**src/rtl/image_bram_loader.sv**
```systemverilog
// Fills one image BRAM from a valid/ready pixel stream, then optionally reads
// every address back and checks the readback sum against the written sum.
module image_bram_loader #(
   parameter int unsigned NUM_PIXELS = 169,
   parameter int unsigned ADDR_W     = 8,
   parameter int unsigned DATA_W     = 8,
   parameter bit          VERIFY     = 1'b1
) (
   input  logic              CLK,
   input  logic              RST,
   input  logic              START,
   input  logic              S_VALID,
   input  logic [DATA_W-1:0] S_DATA,
   output logic              S_READY,
   output logic [ADDR_W-1:0] BRAM_ADDR,
   output logic [DATA_W-1:0] BRAM_DI,
   output logic              BRAM_EN,
   output logic              BRAM_WE,
   input  logic [DATA_W-1:0] BRAM_DO,
   output logic              BUSY,
   output logic              DONE,
   output logic              ERR,
   output logic [15:0]       CHECKSUM
);

   localparam int unsigned CNT_W = $clog2(NUM_PIXELS + 1);
   localparam int unsigned SUM_W = 16;
   localparam logic [CNT_W-1:0] LAST_IDX  = CNT_W'(NUM_PIXELS - 1);
   localparam logic [CNT_W-1:0] TOTAL_CNT = CNT_W'(NUM_PIXELS);

   typedef enum logic [2:0] {
      ST_IDLE,
      ST_LOAD,
      ST_VERIFY,
      ST_DONE,
      ST_ERROR
   } state_t;

   state_t           state;
   logic [CNT_W-1:0] pix_cnt;
   logic [CNT_W-1:0] rd_issue;
   logic             rd_pend;
   logic             rd_last;
   logic             cmp_pend;
   logic [SUM_W-1:0] rd_sum;

   // CHECKSUM doubles as the running write sum; S_READY and BUSY mirror the state.
   always_ff @(posedge CLK) begin
      if (RST) begin
         state     <= ST_IDLE;
         S_READY   <= 1'b0;
         BRAM_EN   <= 1'b0;
         BRAM_WE   <= 1'b0;
         BRAM_ADDR <= '0;
         BRAM_DI   <= '0;
         BUSY      <= 1'b0;
         DONE      <= 1'b0;
         ERR       <= 1'b0;
         CHECKSUM  <= '0;
         pix_cnt   <= '0;
         rd_issue  <= '0;
         rd_pend   <= 1'b0;
         rd_last   <= 1'b0;
         cmp_pend  <= 1'b0;
         rd_sum    <= '0;
      end else begin
         BRAM_EN <= 1'b0;
         BRAM_WE <= 1'b0;
         unique case (state)
            ST_IDLE, ST_DONE, ST_ERROR: begin
               if (START) begin
                  state    <= ST_LOAD;
                  S_READY  <= 1'b1;
                  BUSY     <= 1'b1;
                  DONE     <= 1'b0;
                  ERR      <= 1'b0;
                  pix_cnt  <= '0;
                  CHECKSUM <= '0;
                  rd_sum   <= '0;
               end else if (state == ST_DONE) begin
                  DONE <= 1'b1;
               end
            end

            ST_LOAD: begin
               if (S_VALID && S_READY) begin
                  BRAM_EN   <= 1'b1;
                  BRAM_WE   <= 1'b1;
                  BRAM_ADDR <= ADDR_W'(pix_cnt);
                  BRAM_DI   <= S_DATA;
                  CHECKSUM  <= CHECKSUM + SUM_W'(S_DATA);
                  pix_cnt   <= pix_cnt + CNT_W'(1);
                  if (pix_cnt == LAST_IDX) begin
                     S_READY <= 1'b0;
                     if (VERIFY) begin
                        state    <= ST_VERIFY;
                        rd_issue <= '0;
                        rd_pend  <= 1'b0;
                        rd_last  <= 1'b0;
                        cmp_pend <= 1'b0;
                     end else begin
                        state <= ST_DONE;
                        BUSY  <= 1'b0;
                     end
                  end
               end
            end

            // Three-deep pipeline: issue read, capture BRAM_DO next edge, compare after last capture.
            ST_VERIFY: begin
               if (rd_issue != TOTAL_CNT) begin
                  BRAM_EN   <= 1'b1;
                  BRAM_ADDR <= ADDR_W'(rd_issue);
                  rd_issue  <= rd_issue + CNT_W'(1);
               end
               rd_pend  <= (rd_issue != TOTAL_CNT);
               rd_last  <= (rd_issue == LAST_IDX);
               cmp_pend <= rd_pend && rd_last;
               if (rd_pend) begin
                  rd_sum <= rd_sum + SUM_W'(BRAM_DO);
               end
               if (cmp_pend) begin
                  BUSY <= 1'b0;
                  if (rd_sum == CHECKSUM) begin
                     state <= ST_DONE;
                     DONE  <= 1'b1;
                  end else begin
                     state <= ST_ERROR;
                     ERR   <= 1'b1;
                  end
               end
            end

            default: begin
               state   <= ST_IDLE;
               S_READY <= 1'b0;
               BUSY    <= 1'b0;
            end
         endcase
      end
   end

endmodule
```
**config.mk**
```make
export PLATFORM = sky130hd
export DESIGN_NAME = image_bram_loader
export DESIGN_NICKNAME = d
export VERILOG_FILES = /design/src/rtl/image_bram_loader.sv
export SDC_FILE = /design/constraint.sdc
export NUM_CORES = 1
export LEC_CHECK = 0
export ABC_AREA = 1
export CAP_MARGIN = 25
export CORE_ASPECT_RATIO = 0.75
export CORE_MARGIN = 5
export CORE_UTILIZATION = 47
export DETAILED_ROUTE_END_ITERATION = 10
export HOLD_SLACK_MARGIN = 0.03
export PLACE_DENSITY = 0.77
export SYNTH_ARGS = -nofsm -noshare
export SYNTH_HDL_FRONTEND = slang
export SYNTH_SLANG_ARGS = --single-unit
```
**constraint.sdc**
```tcl
create_clock -name CLK -period 2 [get_ports CLK]
set_clock_uncertainty 0.2 [all_clocks]
set_input_delay 0.3 -clock CLK [delete_from_list [all_inputs] [get_ports CLK]]
set_output_delay 0.3 -clock CLK [all_outputs]
set_load 0.01 [all_outputs]
```
# == Word level (Yosys, flattened, before mapping) ==
# Cells that the tools add are included.
# Widths: inputs -> output; s select.
# op_classes
reduce_logical,19
add_sub_neg,4
bitwise,2
n_mux,42
eq_ne,17
# ops
cell,n
$pmux 16 s2,2
$mux 8,7
$mux 16,3
$pmux 8 s2,3
$add 16x8->16,2
$reduce_and 4->1,5
$add 8x1->8 const B,2
$eq 16x16->1,1
$eq 8x8->1 const B,2
$ne 2x2->1 const B,8
$mux 3,5
$reduce_and 3->1,5
$mux 1,13
$pmux 1 s2,6
$pmux 3 s3,1
$ne 8x8->1 const B,1
$eq 3x2->1 const B,2
$pmux 1 s3,2
$reduce_bool 2->1,3
$eq 3x1->1 const B,1
$eq 3x3->1 const B,1
$logic_not 3->1,1
$ne 3x3->1 const B,1
$reduce_or 3->1,1
4 further kinds,6
# word_totals
regBits,76
in_bits,20
word_cells,100

# == Longest topological paths before layout ==
# logic_depth
word_depth,4
ltp_mapped,13

# == Least setup slack after synthesis ==
# No wires, ideal clock.
# synth_path
path_type,reg2reg
start,reg rd_sum[0]
end,reg rd_sum[14]
setup_time_ps,115
required_time_ps,1685
t_arrival_ps,1687
path_stages_with_launch,12
path_slack_ps,-2
path_cell_list,dfxtp_1 ha_1 inv_1 fa_1 o21ai_0 nand2_1 nand2_1 nand2_1 nand2_1 nand3_1 nand2_1 nor2_1
# synth_via
elab_chain_len,3
# synth_lines
item,line_no,text
from (decl),45,logic [SUM_W-1:0] rd_sum;
from (signal assigned),120,rd_sum <= rd_sum + SUM_W'(BRAM_DO);
$add 16x8->16,120,
$mux 16,119,if (rd_pend) begin
$pmux 16 s2,69,unique case (state)
# No other way between the ends. The select of a mux whose other input is x is not followed.
# A chain may end at the register's enable or synchronous reset.

# == Worst setup path after layout ==
# layout_path
start,in BRAM_DO[1]
end,reg rd_sum[10]
# layout_via
elab_chain_len,3
# layout_lines
item,line_no,text
from (decl),19,"input logic [DATA_W-1:0] BRAM_DO,"
$add 16x8->16,120,
$mux 16,119,
$pmux 16 s2,69,
# No other way between the ends. The select of a mux whose other input is x is not followed.

==> flow_metrics.tcl <==
set metrics [dict create \
    required_ns 2.04 \
    irDropWorstVdd_uv 671 \
    fillCellCount 792 \
    antenna_cells 0 \
    synthXorXnorAreaFrac_pct 2.56 \
    area_growth_pct 37.1 \
    dp_hpwl_um 9590 \
    powerDensity_mw_per_mm2 965 \
    drv_slew 0 \
    muxShareOfSynthArea_pct 0 \
    grt_pass1_wl_um 21100 \
    worstPathArrival_ns 2.01 \
    synth_compound_area_share_pct 14.8 \
    cts-htree-levels 3 \
    gr-total-overflow 0 \
    finalHoldViolations 0 \
    viasPerCell 5.22 \
    path_cells "clkdlybuf4s50_1 > inv_1 > fa_2 > o21ai_4 > nand2_1 > nand2_2 > nand2_2 > nand2_4 > nand2_1 > nand2_1 > a21oi_2" \
    setup_tns_ns 0 \
    grt_start_max_net_pins 32 \
    postLayoutCoreUtil_pct 66.6 \
    min_period_ns 1.97 \
    pin_count 58 \
    die_area_sq_mm 0.0115 \
    die_h_um 94.3 \
    rsz0062_at_grt "true" \
    clk_latency_ns 0.34 \
    fin_cells 925 \
    cpMaxStageDelayCell "clkdlybuf4s50_1" \
    num_vias 4833 \
    dr.pass1.iters 5 \
    ys_ff_latch 76 \
    syn_nets 717 \
    multi_input_area_sq_mm 0.00275 \
    port_buffers 57 \
    die_x_um 122 \
    clock_sinks 76 \
    synthMostInstantiatedCell "nand2_1" \
    rows 30 \
    cp-start-kind "input port" \
    clock.fmax_mhz 508 \
    critPathMaxFanout 4 \
    antenna_found_initial 0 \
    clkTransAtPathRegs_ns 0.06 \
    synth-edff-count 0 \
    cts_buffers 9 \
    grtUsageTotal_pct 23.1 \
    synth.top_cell.area_share_pct 34.2 \
    ys.flop_type "dfxtp_1" \
    synthCells 674 \
    cp_num_buf_inv 2 \
    antenna_left 0 \
    hold_class "input port to flop" \
    cp_top_family "buffers and inverters" \
    ys_warn_count 0 \
    synthAdderAreaFrac_pct 6.80 \
    regArea_sq_mm 0.00153 \
    gp_congestion 0.896 \
    tightest_slew_ns 0.406 \
    crit_top_cell "nand2_1" \
    crit_path_end_kind "flop" \
    cts_tree "built" \
    synthTopCellsByArea "dfxtp_1 (34%), nand2_1 (16%), a21oi_1 (6.9%)" \
    ctsHoldBuffers 0 \
    synth_top_family_by_area "simple AND/OR/NAND/NOR gates" \
    netlist_area_sq_mm 0.00445 \
    setup_viol 0 \
    synthArstFlopShare_pct 0 \
    synth_cell_types 36 \
    outcome "completed" \
    synth-simple-area-share_pct 32.9 \
    relSlewSlack_pct 72.9 \
    ys_seq_area_share_pct 34.2 \
    start_util_pct 48.6 \
    crit_type "input port to flop" \
    clockRootBuffer "clkbuf_16" \
    grt_pass1_vias 4454 \
    drt_wl_total_um 13500 \
    power_leakage_nw 2.60 \
    core-area_sq_mm 0.00916 \
    synth_commonest_cells "nand2_1 (194), dfxtp_1 (76), inv_1 (74), nor2_1 (74), a21oi_1 (61)" \
    cts_buffer_depth 2 \
    wl_per_cell_um 14.6 \
    place_inst 906 \
    final_nets 835 \
    synth_largest_area_cell "dfxtp_1" \
    drc 0 \
    drive_above_1_share_pct 18.8 \
    cap_violations 0 \
    synth_area_per_cell_sq_um 6.60 \
    fin_crit_sh_pct 98.4 \
    drt_iter0_markers 508 \
    max_stage_delay_ns 0.48 \
]
[logic make-up after synthesis]
family,count (synthesis)
adders and majority gates,23
DFF,76
and+or+nand+nor,344
AOI/OAI and AO/OA,122
buffers and inverters,96
xor gates and xnor gates,13
[worst reg2reg max path: stages, from the launching register on]
cell and delay (ns):
dfxtp_2 0.34, ha_4 0.12, inv_2 0.04, fa_2 0.38, inv_2 0.08, nand3_2 0.06
nand2_2 0.09, nand2_2 0.06, o211ai_1 0.14, nand3_1 0.14, o21ai_1 0.15, a21oi_1 0.05
[cell type report]
class	instances	share of cell area (%)
Inverter	80	4.92
Multi-Input combinational cell	502	45.0
Clock buffer	12	4.37
Tap cell	128	2.63
Sequential cell	76	25.0
Clock inverter	4	0.369
Timing Repair Buffer	123	17.6
[metal layers]
metal | routed length, um | GRT usage [%] | share of wire [%] | vias to the layer above
li1 | - | - | - | 2412
met1 | 6160 | 32.3 | 46 | 2182
met2 | 6010 | 35.0 | 45 | 201
met3 | 1070 | 5.90 | 7.9 | 38
met4 | 254 | 6.90 | 1.9 | 0
met5 | 0 | 0 | 0 | -
[registers in the layout, summed over array words and instances (netlist names), 3 cells and up]
signal / cells
state: 3
BRAM_ADDR: 8
pix_cnt: 8
CHECKSUM: 16
rd_sum: 16
BRAM_DI: 8
rd_issue: 8
[cells in the final DEF, fill, tap and decap left out, types with 23 or more instances in the layout]
cell,synthesis,routed
nand2_1,194,187
nand3_1,39,35
clkdlybuf4s50_1,0,50
a21oi_1,61,56
buf_4,3,66
dfxtp_1,76,71
o21ai_0,26,23
inv_1,74,70
nor2_1,74,71
[worst paths after layout]
path / start / end / slack (ns) / depth (start not counted)
max: BRAM_DO[1] / rd_sum[10]$_SDFFE_PP0P_ / 0.03 / 11
min: S_DATA[5] / BRAM_DI[5]$_SDFFE_PP0P_ / 0.16 / 3
max reg2reg: CHECKSUM[0]$_SDFFE_PP0P_ / CHECKSUM[12]$_SDFFE_PP0P_ / 0.05 / 11
min reg2reg: DONE$_SDFFE_PP0P_ / DONE$_SDFFE_PP0P_ / 0.25 / 2
[power by group]
group,total (mW),leakage (nW),switching [mW],internal (mW)
combinational,2.44,1.84,1.43,1.01
clock,1.59,0.144,0.654,0.936
sequential,1.86,0.617,0.154,1.70
[metrics by stage]
step           instance area [sq um]  power (mW)  hold slack (ns)  worst slack [ns]
6_report                        6100        5.89            0.161            0.0314
5_1_grt                         6100        6.20            0.177            -0.116
4_1_cts                         5900        5.74            0.178           0.00164
3_5_place_dp                    5570        4.10            0.247            -0.574
3_3_place_gp                    5570        4.05            0.245            -0.490
2_1_floorplan                   4450        3.15            0.235            0.0255
[timing repair]
action,4_1_cts,5_1_grt
setup endpoints to repair,17,27
resized for setup,16,41
pin swaps,10,7
buffers inserted,1,2
No activity file was read; power rests on OpenSTA's default activity.
